`src/rtl/alu_lockstep_sched_if.sv`:
```
// Bundle of requester, ALU-pair and response signals around the lockstep scheduler.
// The slave view belongs to the scheduler; the master view belongs to the surrounding glue/ALU pair.
interface alu_lockstep_sched_if;
    logic       req0_valid;
    logic       req0_ready;
    logic [7:0] req0_a;
    logic [7:0] req0_b;
    logic [1:0] req0_sel;
    logic       req1_valid;
    logic       req1_ready;
    logic [7:0] req1_a;
    logic [7:0] req1_b;
    logic [1:0] req1_sel;
    logic [7:0] alu_a;
    logic [7:0] alu_b;
    logic [1:0] alu_sel;
    logic [7:0] alu_out1;
    logic [7:0] alu_out2;
    logic       carry1;
    logic       carry2;
    logic       rsp_valid;
    logic       rsp_ready;
    logic       rsp_id;
    logic [7:0] rsp_result;
    logic       rsp_carry;
    logic       rsp_err;
    logic [7:0] mismatch_cnt;
    logic       busy;

    modport slave (
        input  req0_valid, req0_a, req0_b, req0_sel,
        input  req1_valid, req1_a, req1_b, req1_sel,
        input  alu_out1, alu_out2, carry1, carry2, rsp_ready,
        output req0_ready, req1_ready, alu_a, alu_b, alu_sel,
        output rsp_valid, rsp_id, rsp_result, rsp_carry, rsp_err, mismatch_cnt, busy
    );

    modport master (
        output req0_valid, req0_a, req0_b, req0_sel,
        output req1_valid, req1_a, req1_b, req1_sel,
        output alu_out1, alu_out2, carry1, carry2, rsp_ready,
        input  req0_ready, req1_ready, alu_a, alu_b, alu_sel,
        input  rsp_valid, rsp_id, rsp_result, rsp_carry, rsp_err, mismatch_cnt, busy
    );
endinterface

```
`src/rtl/alu_lockstep_sched.sv`:
```
// Round-robin scheduler feeding identical operands to a duplicated ALU, comparing both
// copies after a fixed latency and re-executing on disagreement until retries run out.
module alu_lockstep_sched #(
    parameter int unsigned ALU_LAT   = 1,
    parameter int unsigned MAX_RETRY = 2
) (
    input  logic                clk,
    input  logic                rst,
    alu_lockstep_sched_if.slave bus
);
    typedef enum logic [1:0] {IDLE, EXEC, CHECK, RESP} state_t;

    localparam logic [3:0] WAIT_INIT = 4'(ALU_LAT - 1);
    localparam logic [2:0] RETRY_MAX = 3'(MAX_RETRY);

    state_t     state_q;
    logic       rr_ptr_q;
    logic       id_q;
    logic [2:0] retry_q;
    logic [3:0] wait_q;
    logic [7:0] alu_a_q;
    logic [7:0] alu_b_q;
    logic [1:0] alu_sel_q;
    logic [7:0] result_q;
    logic       carry_q;
    logic       err_q;
    logic [7:0] mismatch_q;

    logic       grant_valid;
    logic       grant_id;
    logic       lanes_equal;
    logic [7:0] mismatch_d;

    // A lone requester always wins; rr_ptr only breaks ties.
    always_comb begin
        grant_valid = bus.req0_valid | bus.req1_valid;
        grant_id    = (bus.req0_valid && bus.req1_valid) ? rr_ptr_q : bus.req1_valid;
        lanes_equal = ({bus.alu_out1, bus.carry1} == {bus.alu_out2, bus.carry2});
        mismatch_d  = (mismatch_q == 8'hFF) ? mismatch_q : mismatch_q + 8'd1;
    end

    assign bus.req0_ready   = (state_q == IDLE) && grant_valid && !grant_id;
    assign bus.req1_ready   = (state_q == IDLE) && grant_valid && grant_id;
    assign bus.alu_a        = alu_a_q;
    assign bus.alu_b        = alu_b_q;
    assign bus.alu_sel      = alu_sel_q;
    assign bus.rsp_valid    = (state_q == RESP);
    assign bus.rsp_id       = id_q;
    assign bus.rsp_result   = result_q;
    assign bus.rsp_carry    = carry_q;
    assign bus.rsp_err      = err_q;
    assign bus.mismatch_cnt = mismatch_q;
    assign bus.busy         = (state_q != IDLE);

    always_ff @(posedge clk) begin
        if (rst) begin
            state_q    <= IDLE;
            rr_ptr_q   <= 1'b0;
            id_q       <= 1'b0;
            retry_q    <= '0;
            wait_q     <= '0;
            alu_a_q    <= '0;
            alu_b_q    <= '0;
            alu_sel_q  <= '0;
            result_q   <= '0;
            carry_q    <= 1'b0;
            err_q      <= 1'b0;
            mismatch_q <= '0;
        end else begin
            case (state_q)
                IDLE: begin
                    if (grant_valid) begin
                        alu_a_q   <= grant_id ? bus.req1_a   : bus.req0_a;
                        alu_b_q   <= grant_id ? bus.req1_b   : bus.req0_b;
                        alu_sel_q <= grant_id ? bus.req1_sel : bus.req0_sel;
                        id_q      <= grant_id;
                        retry_q   <= '0;
                        wait_q    <= WAIT_INIT;
                        state_q   <= EXEC;
                    end
                end
                EXEC: begin
                    if (wait_q == 4'd0) begin
                        state_q <= CHECK;
                    end else begin
                        wait_q <= wait_q - 4'd1;
                    end
                end
                CHECK: begin
                    // On final disagreement ALU1 is still reported, flagged as untrusted.
                    if (lanes_equal) begin
                        result_q <= bus.alu_out1;
                        carry_q  <= bus.carry1;
                        err_q    <= 1'b0;
                        state_q  <= RESP;
                    end else begin
                        mismatch_q <= mismatch_d;
                        if (retry_q < RETRY_MAX) begin
                            retry_q <= retry_q + 3'd1;
                            wait_q  <= WAIT_INIT;
                            state_q <= EXEC;
                        end else begin
                            result_q <= bus.alu_out1;
                            carry_q  <= bus.carry1;
                            err_q    <= 1'b1;
                            state_q  <= RESP;
                        end
                    end
                end
                RESP: begin
                    if (bus.rsp_ready) begin
                        rr_ptr_q <= ~id_q;
                        state_q  <= IDLE;
                    end
                end
                default: state_q <= IDLE;
            endcase
        end
    end
endmodule

```
`src/flat_wrapper.sv`:
```
// flat-port wrapper written by rule: the top's interface ports become plain ports
module alu_lockstep_sched_flat 
#(
    parameter int unsigned ALU_LAT   = 1,
    parameter int unsigned MAX_RETRY = 2
)
  (clk, rst, bus_req0_valid, bus_req0_a, bus_req0_b, bus_req0_sel, bus_req1_valid, bus_req1_a, bus_req1_b, bus_req1_sel, bus_alu_out1, bus_alu_out2, bus_carry1, bus_carry2, bus_rsp_ready, bus_req0_ready, bus_req1_ready, bus_alu_a, bus_alu_b, bus_alu_sel, bus_rsp_valid, bus_rsp_id, bus_rsp_result, bus_rsp_carry, bus_rsp_err, bus_mismatch_cnt, bus_busy);
  alu_lockstep_sched_if bus_i ();
  input  logic clk;
  input  logic rst;
  input wire logic [$bits(bus_i.req0_valid)-1:0] bus_req0_valid;
  input wire logic [$bits(bus_i.req0_a)-1:0] bus_req0_a;
  input wire logic [$bits(bus_i.req0_b)-1:0] bus_req0_b;
  input wire logic [$bits(bus_i.req0_sel)-1:0] bus_req0_sel;
  input wire logic [$bits(bus_i.req1_valid)-1:0] bus_req1_valid;
  input wire logic [$bits(bus_i.req1_a)-1:0] bus_req1_a;
  input wire logic [$bits(bus_i.req1_b)-1:0] bus_req1_b;
  input wire logic [$bits(bus_i.req1_sel)-1:0] bus_req1_sel;
  input wire logic [$bits(bus_i.alu_out1)-1:0] bus_alu_out1;
  input wire logic [$bits(bus_i.alu_out2)-1:0] bus_alu_out2;
  input wire logic [$bits(bus_i.carry1)-1:0] bus_carry1;
  input wire logic [$bits(bus_i.carry2)-1:0] bus_carry2;
  input wire logic [$bits(bus_i.rsp_ready)-1:0] bus_rsp_ready;
  output wire logic [$bits(bus_i.req0_ready)-1:0] bus_req0_ready;
  output wire logic [$bits(bus_i.req1_ready)-1:0] bus_req1_ready;
  output wire logic [$bits(bus_i.alu_a)-1:0] bus_alu_a;
  output wire logic [$bits(bus_i.alu_b)-1:0] bus_alu_b;
  output wire logic [$bits(bus_i.alu_sel)-1:0] bus_alu_sel;
  output wire logic [$bits(bus_i.rsp_valid)-1:0] bus_rsp_valid;
  output wire logic [$bits(bus_i.rsp_id)-1:0] bus_rsp_id;
  output wire logic [$bits(bus_i.rsp_result)-1:0] bus_rsp_result;
  output wire logic [$bits(bus_i.rsp_carry)-1:0] bus_rsp_carry;
  output wire logic [$bits(bus_i.rsp_err)-1:0] bus_rsp_err;
  output wire logic [$bits(bus_i.mismatch_cnt)-1:0] bus_mismatch_cnt;
  output wire logic [$bits(bus_i.busy)-1:0] bus_busy;
  assign bus_i.req0_valid = bus_req0_valid;
  assign bus_i.req0_a = bus_req0_a;
  assign bus_i.req0_b = bus_req0_b;
  assign bus_i.req0_sel = bus_req0_sel;
  assign bus_i.req1_valid = bus_req1_valid;
  assign bus_i.req1_a = bus_req1_a;
  assign bus_i.req1_b = bus_req1_b;
  assign bus_i.req1_sel = bus_req1_sel;
  assign bus_i.alu_out1 = bus_alu_out1;
  assign bus_i.alu_out2 = bus_alu_out2;
  assign bus_i.carry1 = bus_carry1;
  assign bus_i.carry2 = bus_carry2;
  assign bus_i.rsp_ready = bus_rsp_ready;
  assign bus_req0_ready = bus_i.req0_ready;
  assign bus_req1_ready = bus_i.req1_ready;
  assign bus_alu_a = bus_i.alu_a;
  assign bus_alu_b = bus_i.alu_b;
  assign bus_alu_sel = bus_i.alu_sel;
  assign bus_rsp_valid = bus_i.rsp_valid;
  assign bus_rsp_id = bus_i.rsp_id;
  assign bus_rsp_result = bus_i.rsp_result;
  assign bus_rsp_carry = bus_i.rsp_carry;
  assign bus_rsp_err = bus_i.rsp_err;
  assign bus_mismatch_cnt = bus_i.mismatch_cnt;
  assign bus_busy = bus_i.busy;
  alu_lockstep_sched #(.ALU_LAT(ALU_LAT), .MAX_RETRY(MAX_RETRY)) u_core (.clk(clk), .rst(rst), .bus(bus_i));
endmodule
```
`config.mk`:
```
export PLATFORM = sky130hd
export DESIGN_NAME = alu_lockstep_sched_flat
export DESIGN_NICKNAME = d
export VERILOG_FILES = /design/src/rtl/alu_lockstep_sched_if.sv /design/src/rtl/alu_lockstep_sched.sv /design/src/flat_wrapper.sv
export SDC_FILE = /design/constraint.sdc
export NUM_CORES = 1
export LEC_CHECK = 0
export ABC_AREA = 1
export BUFFER_PORTS_ARGS = -buffer_cell sky130_fd_sc_hd__clkbuf_2
export CAP_MARGIN = 20
export CORE_MARGIN = 1.5
export CORE_UTILIZATION = 52
export DETAILED_ROUTE_END_ITERATION = 10
export PLACE_DENSITY = 0.87
export REMOVE_ABC_BUFFERS = 1
export SKIP_LAST_GASP = 1
export SYNTH_ARGS = -nofsm -noshare
export SYNTH_HDL_FRONTEND = slang
export SYNTH_SLANG_ARGS = --single-unit
```
`constraint.sdc`:
```
create_clock -name clk -period 2.95 [get_ports clk]
set_clock_uncertainty 0.05 [all_clocks]
set_input_delay 0.59 -clock clk [delete_from_list [all_inputs] [get_ports clk]]
set_output_delay 0.59 -clock clk [all_outputs]
set_load 0.03 [all_outputs]
```
==> flow_metrics.tcl, run 1 <==
set metrics [dict create \
    run_status "completed" \
    cts_hold_repair.buffers 0 \
    rr_endpoint "u_core.bus.mismatch_cnt[0]$_SDFFE_PP0P_" \
    floorplan.die.width_microns 72.6 \
    worst-setup-path-type "flip-flop to primary output" \
    unrepaired_setup_endpoints_after_global_routing "no" \
    port_buffers 99 \
    netlist-cell-type-count 30 \
    grt_antenna_before_repair 0 \
    p_leak_nw 1.70 \
    reg2reg_depth 9 \
    area_growth_syn_to_layout_pct 23.1 \
    cts_post_setup_buffers_inserted 0 \
    yosysTopAreaCellShare_pct 37.4 \
    timing.critical_path.to "bus_req0_ready" \
    insertion_delay_ns 0.29 \
    routed_wl_mm 5.50 \
    synth_seq_area_share_pct 37.4 \
    cts_tree "done" \
    grt_pass1_wl_mm 8.87 \
    finalWeightedCongestion 0.896 \
    floorplan.core_area_sq_mm 0.00469 \
    area_of_the_mapped_netlist_sq_mm 0.00252 \
    finalCriticalPeriod_ns 2.18 \
    worst-r2r-setup-slack_ns 1.37 \
    layout.cells.non_filler 517 \
    slew_viol_final 0 \
    drt-wirelength-per-cell_microns 10.6 \
    synth_instances 366 \
    clk_transition_reported_paths_ns 0.08 \
    place.detailed.instances 509 \
    share_of_the_cycle_needed_by_the_critical_path_after_routing_pct 73.8 \
    drv_cap 0 \
    layout.nets 525 \
    first_pass_iters 4 \
    cts.htree.levels 2 \
    synth_area_leader "dfxtp_1" \
    hpwl_mm 4.21 \
    cts_buffers 5 \
    crit_path_end_kind "primary output" \
    ctsRootBufferMaster "clkbuf_8" \
    setup_tns_final_ns 0 \
    worstReg2RegStart "u_core.bus.mismatch_cnt[0]$_SDFFE_PP0P_" \
    drc 0 \
    worstSetupStartpointType "flip-flop" \
    antenna_nets_post_route 0 \
    initial_core_util_pct 53.6 \
    rows 25 \
    setup_viol 0 \
    crit_arrival_ns 1.54 \
    final_layout_size_suffix_gt1_share_pct 28.7 \
    timing.max_slew.rel_slack_pct 38.6 \
    chipHeight_microns 72.6 \
    clock.fmax_mhz 459 \
    grt_remaining_overflow 0 \
    num_vias 2506 \
    critPathRequiredTime_ns 2.31 \
    count_of_clock_tree_sinks 47 \
    gr_util_all_layers_pct 20.5 \
    setup_slack_after_placement_ns 0.849 \
    startpoint "u_core.state_q[1]$_SDFFE_PP0P_" \
    maximum_fanout_along_the_worst_path 19 \
    drt_first_iter_violations 83 \
    ys_ff_latch 47 \
    antenna_cells 0 \
    p_per_area_mw_per_mm2 735 \
    io-pin-count 100 \
    max-clock-path-buffers 2 \
    worst_ir_drop_vdd_mv 0.485 \
    grt_max_degree 32 \
    fin_worst_hold_slack_ns 0.436 \
    worstMarginPinSlew_ns 0.921 \
    post_synth.cell_area_avg_sq_um 6.87 \
    fin_ws_ns 0.772 \
    fillers 409 \
    die_area_sq_mm 0.00526 \
    first_global_vias 2180 \
    synth.yosys.warnings 0 \
    mostFrequentLayoutCell "nand2_1" \
    timing.hold.worst.class "flip-flop to flip-flop" \
    ctsResizeCount 0 \
    fin_util_pct 66.0 \
    hold_viol 0 \
    final_cell_mix "124 x nand2_1, 99 x clkbuf_2, 47 x dfxtp_1" \
    synth.top_cells.by_area "dfxtp_1 37%, nand2_1 18%, nand3_1 8.4%" \
    vias_per_cell 4.85 \
]
worst max-delay path, cell delays in order, from the launching register on:
cell	delay, ns
dfxtp_1	0.33
inv_2	0.12
nand2_2	0.10
nor2_4	0.11
nand2_1	0.08
inv_2	0.24
clkbuf_2	0.26
layer usage:
metal | wire [microns] | GRT usage [%] | up-vias
met3 | 182 | 3.47 | 16
met5 | 0 | 0 | -
met2 | 2790 | 35.8 | 62
met4 | 148 | 7.76 | 0
met1 | 2380 | 25.0 | 1104
li1 | - | - | 1324
where the power goes:
part           switching, mW  total (mW)  internal [mW]
combinational          0.711        1.05          0.344
clock                  0.207       0.373          0.166
sequential            0.0823       0.851          0.769
total                   1.00        2.28           1.28
synthesized netlist by cell type:
cell / number
dfxtp_1: 47
nor2_2: 1
nor3_2: 1
nand2_4: 2
buf_6: 3
buf_1: 1
clkbuf_1: 3
inv_4: 3
a21oi_4: 1
inv_2: 4
buf_2: 2
xor2_1: 5
o211ai_1: 1
nand2_1: 124
buf_4: 2
nand4_1: 4
xnor2_1: 9
nand4_2: 2
a21oi_1: 19
o21ai_0: 5
nor3_1: 1
ha_1: 4
inv_1: 46
nand3_4: 2
nor2_1: 21
nand2_2: 4
nor2_4: 5
or2_2: 1
nand3_1: 42
o21a_1: 1
worst min path at each step:
stage	start	endpoint	slack, ns	depth (start not counted)
final	u_core.bus.rsp_result[4]$_SDFFE_PP0P_	u_core.bus.rsp_result[4]$_SDFFE_PP0P_	0.44	2
after global routing	u_core.bus.rsp_result[1]$_SDFFE_PP0P_	u_core.bus.rsp_result[1]$_SDFFE_PP0P_	0.46	2
after CTS	u_core.bus.rsp_result[4]$_SDFFE_PP0P_	u_core.bus.rsp_result[4]$_SDFFE_PP0P_	0.44	2
after detailed placement	u_core.bus.rsp_result[4]$_SDFFE_PP0P_	u_core.bus.rsp_result[4]$_SDFFE_PP0P_	0.42	2
after global placement	u_core.rr_ptr_q$_SDFFE_PP0P_	u_core.rr_ptr_q$_SDFFE_PP0P_	0.42	2
after floorplan	u_core.rr_ptr_q$_SDFFE_PP0P_	u_core.rr_ptr_q$_SDFFE_PP0P_	0.38	2
registers in the layout, summed over array words and instances, names as in the netlist:
signal	count
u_core.bus.alu_b	8
u_core.bus.alu_a	8
u_core.bus.mismatch_cnt	8
u_core.bus.rsp_id	1
u_core.rr_ptr_q	1
u_core.bus.rsp_result	8
u_core.retry_q	3
u_core.bus.rsp_err	1
u_core.bus.alu_sel	2
u_core.state_q	2
u_core.bus.rsp_carry	1
u_core.wait_q	4
through the flow:
stage | cell area (sq um) | power (mW)
2_1_floorplan | 2440 | 1.64
3_3_place_gp | 3010 | 1.88
3_5_place_dp | 3010 | 1.91
4_1_cts | 3100 | 2.29
5_1_grt | 3100 | 2.46
6_report | 3100 | 2.28
kinds of logic (layout without fill, tap and decap cells):
logic type,count (synthesis),count (layout),synth area share (%)
AO/OA/AOI/OAI,27,27,6.02
AND/OR/NAND/NOR,210,210,38.6
flip-flops,47,47,37.4
adder cells (fa/ha/maj),4,4,1.99
XOR/XNOR,14,14,4.87
buffers and inverters,64,161,11.1
cell type report:
cell class / count / area, sq um / area share (%)
clock buffers: 6 / 72.6 / 2.34
repair buffers: 100 / 503 / 16.2
inverters: 53 / 206 / 6.66
clock inverters: 2 / 12.5 / 0.404
well taps: 54 / 67.6 / 2.18
flip-flops and latches: 47 / 941 / 30.4
multi-input cells: 255 / 1290 / 41.8
Power figures use the tool's default switching activity.
==> run 2, diff against run 1 <==
ABC_AREA = 0   (was 1)
CORE_UTILIZATION = 47   (was 52)
PLACE_DENSITY = 0.82   (was 0.87)
clock period = 2.3 ns   (was 2.95 ns; I/O delays follow)
==> flow_metrics.tcl, run 2 <==
set metrics [dict create \
    run_status "completed" \
    clk_transition_reported_paths_ns 0.09 \
    worstReg2RegStart "u_core.bus.mismatch_cnt[0]$_SDFFE_PP0P_" \
    worst_ir_drop_vdd_mv 0.356 \
    synth_flop_cell "dfxtp_1" \
    worst-setup-path-type "flip-flop to primary output" \
    antenna_cells 0 \
    finalWeightedCongestion 0.804 \
    maximum_fanout_along_the_worst_path 11 \
    ctsResizeCount 0 \
    num_vias 2185 \
    worstMarginPinSlew_ns 0.496 \
    dpl_cell_area_sq_mm 0.00277 \
    synthMuxAreaShare_pct 5.00 \
    routed_wl_mm 5.19 \
    critPathRequiredTime_ns 1.79 \
    startpoint "u_core.state_q[0]$_SDFFE_PP0P_" \
    initial_core_util_pct 50.1 \
    timing.critical_path.to "bus_req0_ready" \
    synth_enable_flop_cells 0 \
    ys_ff_latch 47 \
    rr_endpoint "u_core.bus.mismatch_cnt[4]$_SDFFE_PP0P_" \
    drt-wirelength-per-cell_microns 13.3 \
    cts_hold_repair.buffers 0 \
    drc 0 \
    grt_antenna_before_repair 0 \
    area_of_the_mapped_netlist_sq_mm 0.00223 \
    final_layout_size_suffix_gt1_share_pct 36.6 \
    cts_post_setup_buffers_inserted 0 \
    grt_max_degree 34 \
    ctsRootBufferMaster "clkbuf_8" \
    synth.yosys.warnings 0 \
    yosysTopAreaCellShare_pct 42.3 \
    first_pass_iters 10 \
    count_of_clock_tree_sinks 47 \
    async_flop_share_pct 0 \
    mostFrequentLayoutCell "clkbuf_2" \
    synth_seq_area_share_pct 42.3 \
    final_cell_mix "99 x clkbuf_2, 47 x dfxtp_1, 29 x nor2_1" \
    cell_breakdown_of_the_critical_path "nor2_2 > inv_2 > a211oi_4 > clkbuf_2" \
    port_buffers 99 \
    finalCriticalPeriod_ns 1.93 \
    setup_viol 0 \
    cts.htree.levels 2 \
    first_global_vias 2031 \
    netlist-cell-type-count 41 \
    share_of_the_cycle_needed_by_the_critical_path_after_routing_pct 84.1 \
    die_area_sq_mm 0.00516 \
    fin_worst_hold_slack_ns 0.367 \
    drt_first_iter_violations 173 \
    synth_instances 241 \
    netlist_top_cells_count "47 x dfxtp_1, 29 x nor2_1, 22 x nand2b_1" \
    synth_compound_gate_area_share_pct 20.3 \
    synth.most_common_cell "dfxtp_1" \
    antenna_nets_post_route 0 \
    final_area_sq_mm 0.00288 \
    hpwl_mm 3.88 \
    insertion_delay_ns 0.30 \
    p_total_mw 1.87 \
    gr_util_all_layers_pct 21.3 \
    crit_arrival_ns 1.42 \
    io-pin-count 100 \
    synth.top_cells.by_area "dfxtp_1 42%, a222oi_1 8.1%, nand2b_1 6.2%" \
    max-clock-path-buffers 2 \
    worst-r2r-setup-slack_ns 0.48 \
    crit_path_end_kind "primary output" \
    p_leak_nw 1.25 \
    post_synth.cell_area_avg_sq_um 9.24 \
    grt_pass1_wl_mm 8.80 \
    floorplan.core_area_sq_mm 0.00444 \
    clock.fmax_mhz 517 \
    yosys.area_share.xor_xnor_pct 3.54 \
    p_per_area_mw_per_mm2 649 \
    area_growth_syn_to_layout_pct 29.6 \
    reg2reg_depth 6 \
    timing.hold.worst.class "input pin to flip-flop" \
    grt_remaining_overflow 0 \
    cts_tree "done" \
    cell_with_the_largest_stage_delay_on_the_worst_path "dfxtp_1" \
    drv_cap 0 \
    timing.max_slew.rel_slack_pct 66.9 \
    dominant_combinational_cell_family_by_area_after_synthesis "simple AND/OR/NAND/NOR gates" \
    vias_per_cell 5.59 \
    setup_tns_final_ns 0 \
    simple_logic_cell_fraction_of_the_synthesized_area_pct 22.5 \
    fin_util_pct 64.9 \
    floorplan.die.width_microns 71.8 \
    cts_buffers 5 \
    unrepaired_setup_endpoints_after_global_routing "no" \
    chipHeight_microns 71.8 \
    slew_viol_final 0 \
    worstSetupStartpointType "flip-flop" \
    synth_area_leader "dfxtp_1" \
    layout.nets 401 \
    synth_fa_ha_area_share_pct 2.25 \
    hold_viol 0 \
    timing.critical_path.slowest_cell_delay_ns 0.43 \
    rows 24 \
]
==> run 2: changes by cell type in the layout (fill, tap and decap cells not counted), moves of 5 or more <==
| cell | change |
|---|---|
| a222oi_1 | +18 |
| inv_1 | -42 |
| mux2i_1 | +10 |
| nand2_1 | -115 |
| nand2b_1 | +22 |
| nand3_1 | -34 |
| nor2_1 | +8 |
| nor2_4 | -5 |
| or3_1 | +5 |
| xor2_1 | -5 |
==> run 2: power by group <==
group	switching [mW]	internal [mW]
clock	0.275	0.324
sequential	0.0361	0.856
combinational	0.225	0.157
==> run 2: worst min-delay path by stage <==
stage                                          startpoint                                    end  depth (start not counted)
detailed placement  u_core.bus.rsp_result[1]$_SDFFE_PP0P_  u_core.bus.rsp_result[1]$_SDFFE_PP0P_                          2
CTS                                         bus_req1_b[1]       u_core.bus.alu_b[1]$_SDFFE_PP0P_                          3
global placement        u_core.bus.rsp_carry$_SDFFE_PP0P_      u_core.bus.rsp_carry$_SDFFE_PP0P_                          2
floorplan                   u_core.wait_q[3]$_SDFFE_PP0P_          u_core.wait_q[3]$_SDFFE_PP0P_                          1
global route                              bus_req1_sel[1]     u_core.bus.alu_sel[1]$_SDFFE_PP0P_                          3
finish                                      bus_req1_b[5]       u_core.bus.alu_b[5]$_SDFFE_PP0P_                          3
==> run 2: cell type report <==
class	count	area, sq um
timing repair buffer	105	553
sequential	47	941
multi-input combinational	174	1190
inverter	5	18.8
fill	377	1560
tap	52	65.1
clock buffer	5	68.8
clock inverter	3	43.8
==> run 2: critical path: cells and delay by family, from the launching register on <==
family,cells,cell delay (ns)
flip-flops,1,0.43
AND/OR/NAND/NOR,1,0.18
buffers and inverters,2,0.33
AO/OA/AOI/OAI,1,0.19
==> run 2: kinds of logic after synthesis <==
| kind of cell | after synthesis |
|---|---|
| flip-flops | 47 |
| AND/OR/NAND/NOR | 92 |
| XOR/XNOR | 9 |
| multiplexers | 11 |
| adder cells (fa/ha/maj) | 4 |
| buffers and inverters | 20 |
| AO/OA/AOI/OAI | 58 |
==> run 2: per-layer routing <==
layer  wire length (microns)  vias up  share of wire, %  GRT usage [%]
li1                        -     1079                 -              -
met4                      92        0               1.8           8.39
met3                     348        8               6.7           6.33
met2                    2520       81                49           35.6
met1                    2220     1017                43           25.7
met5                       0        -                 0              0
==> run 2: metrics by stage <==
step,setup slack [ns],instances
after floorplan,0.164,226
final,0.365,391
after global placement,0.420,383
after CTS,0.355,391
after global routing,0.260,391
after detailed placement,0.349,383
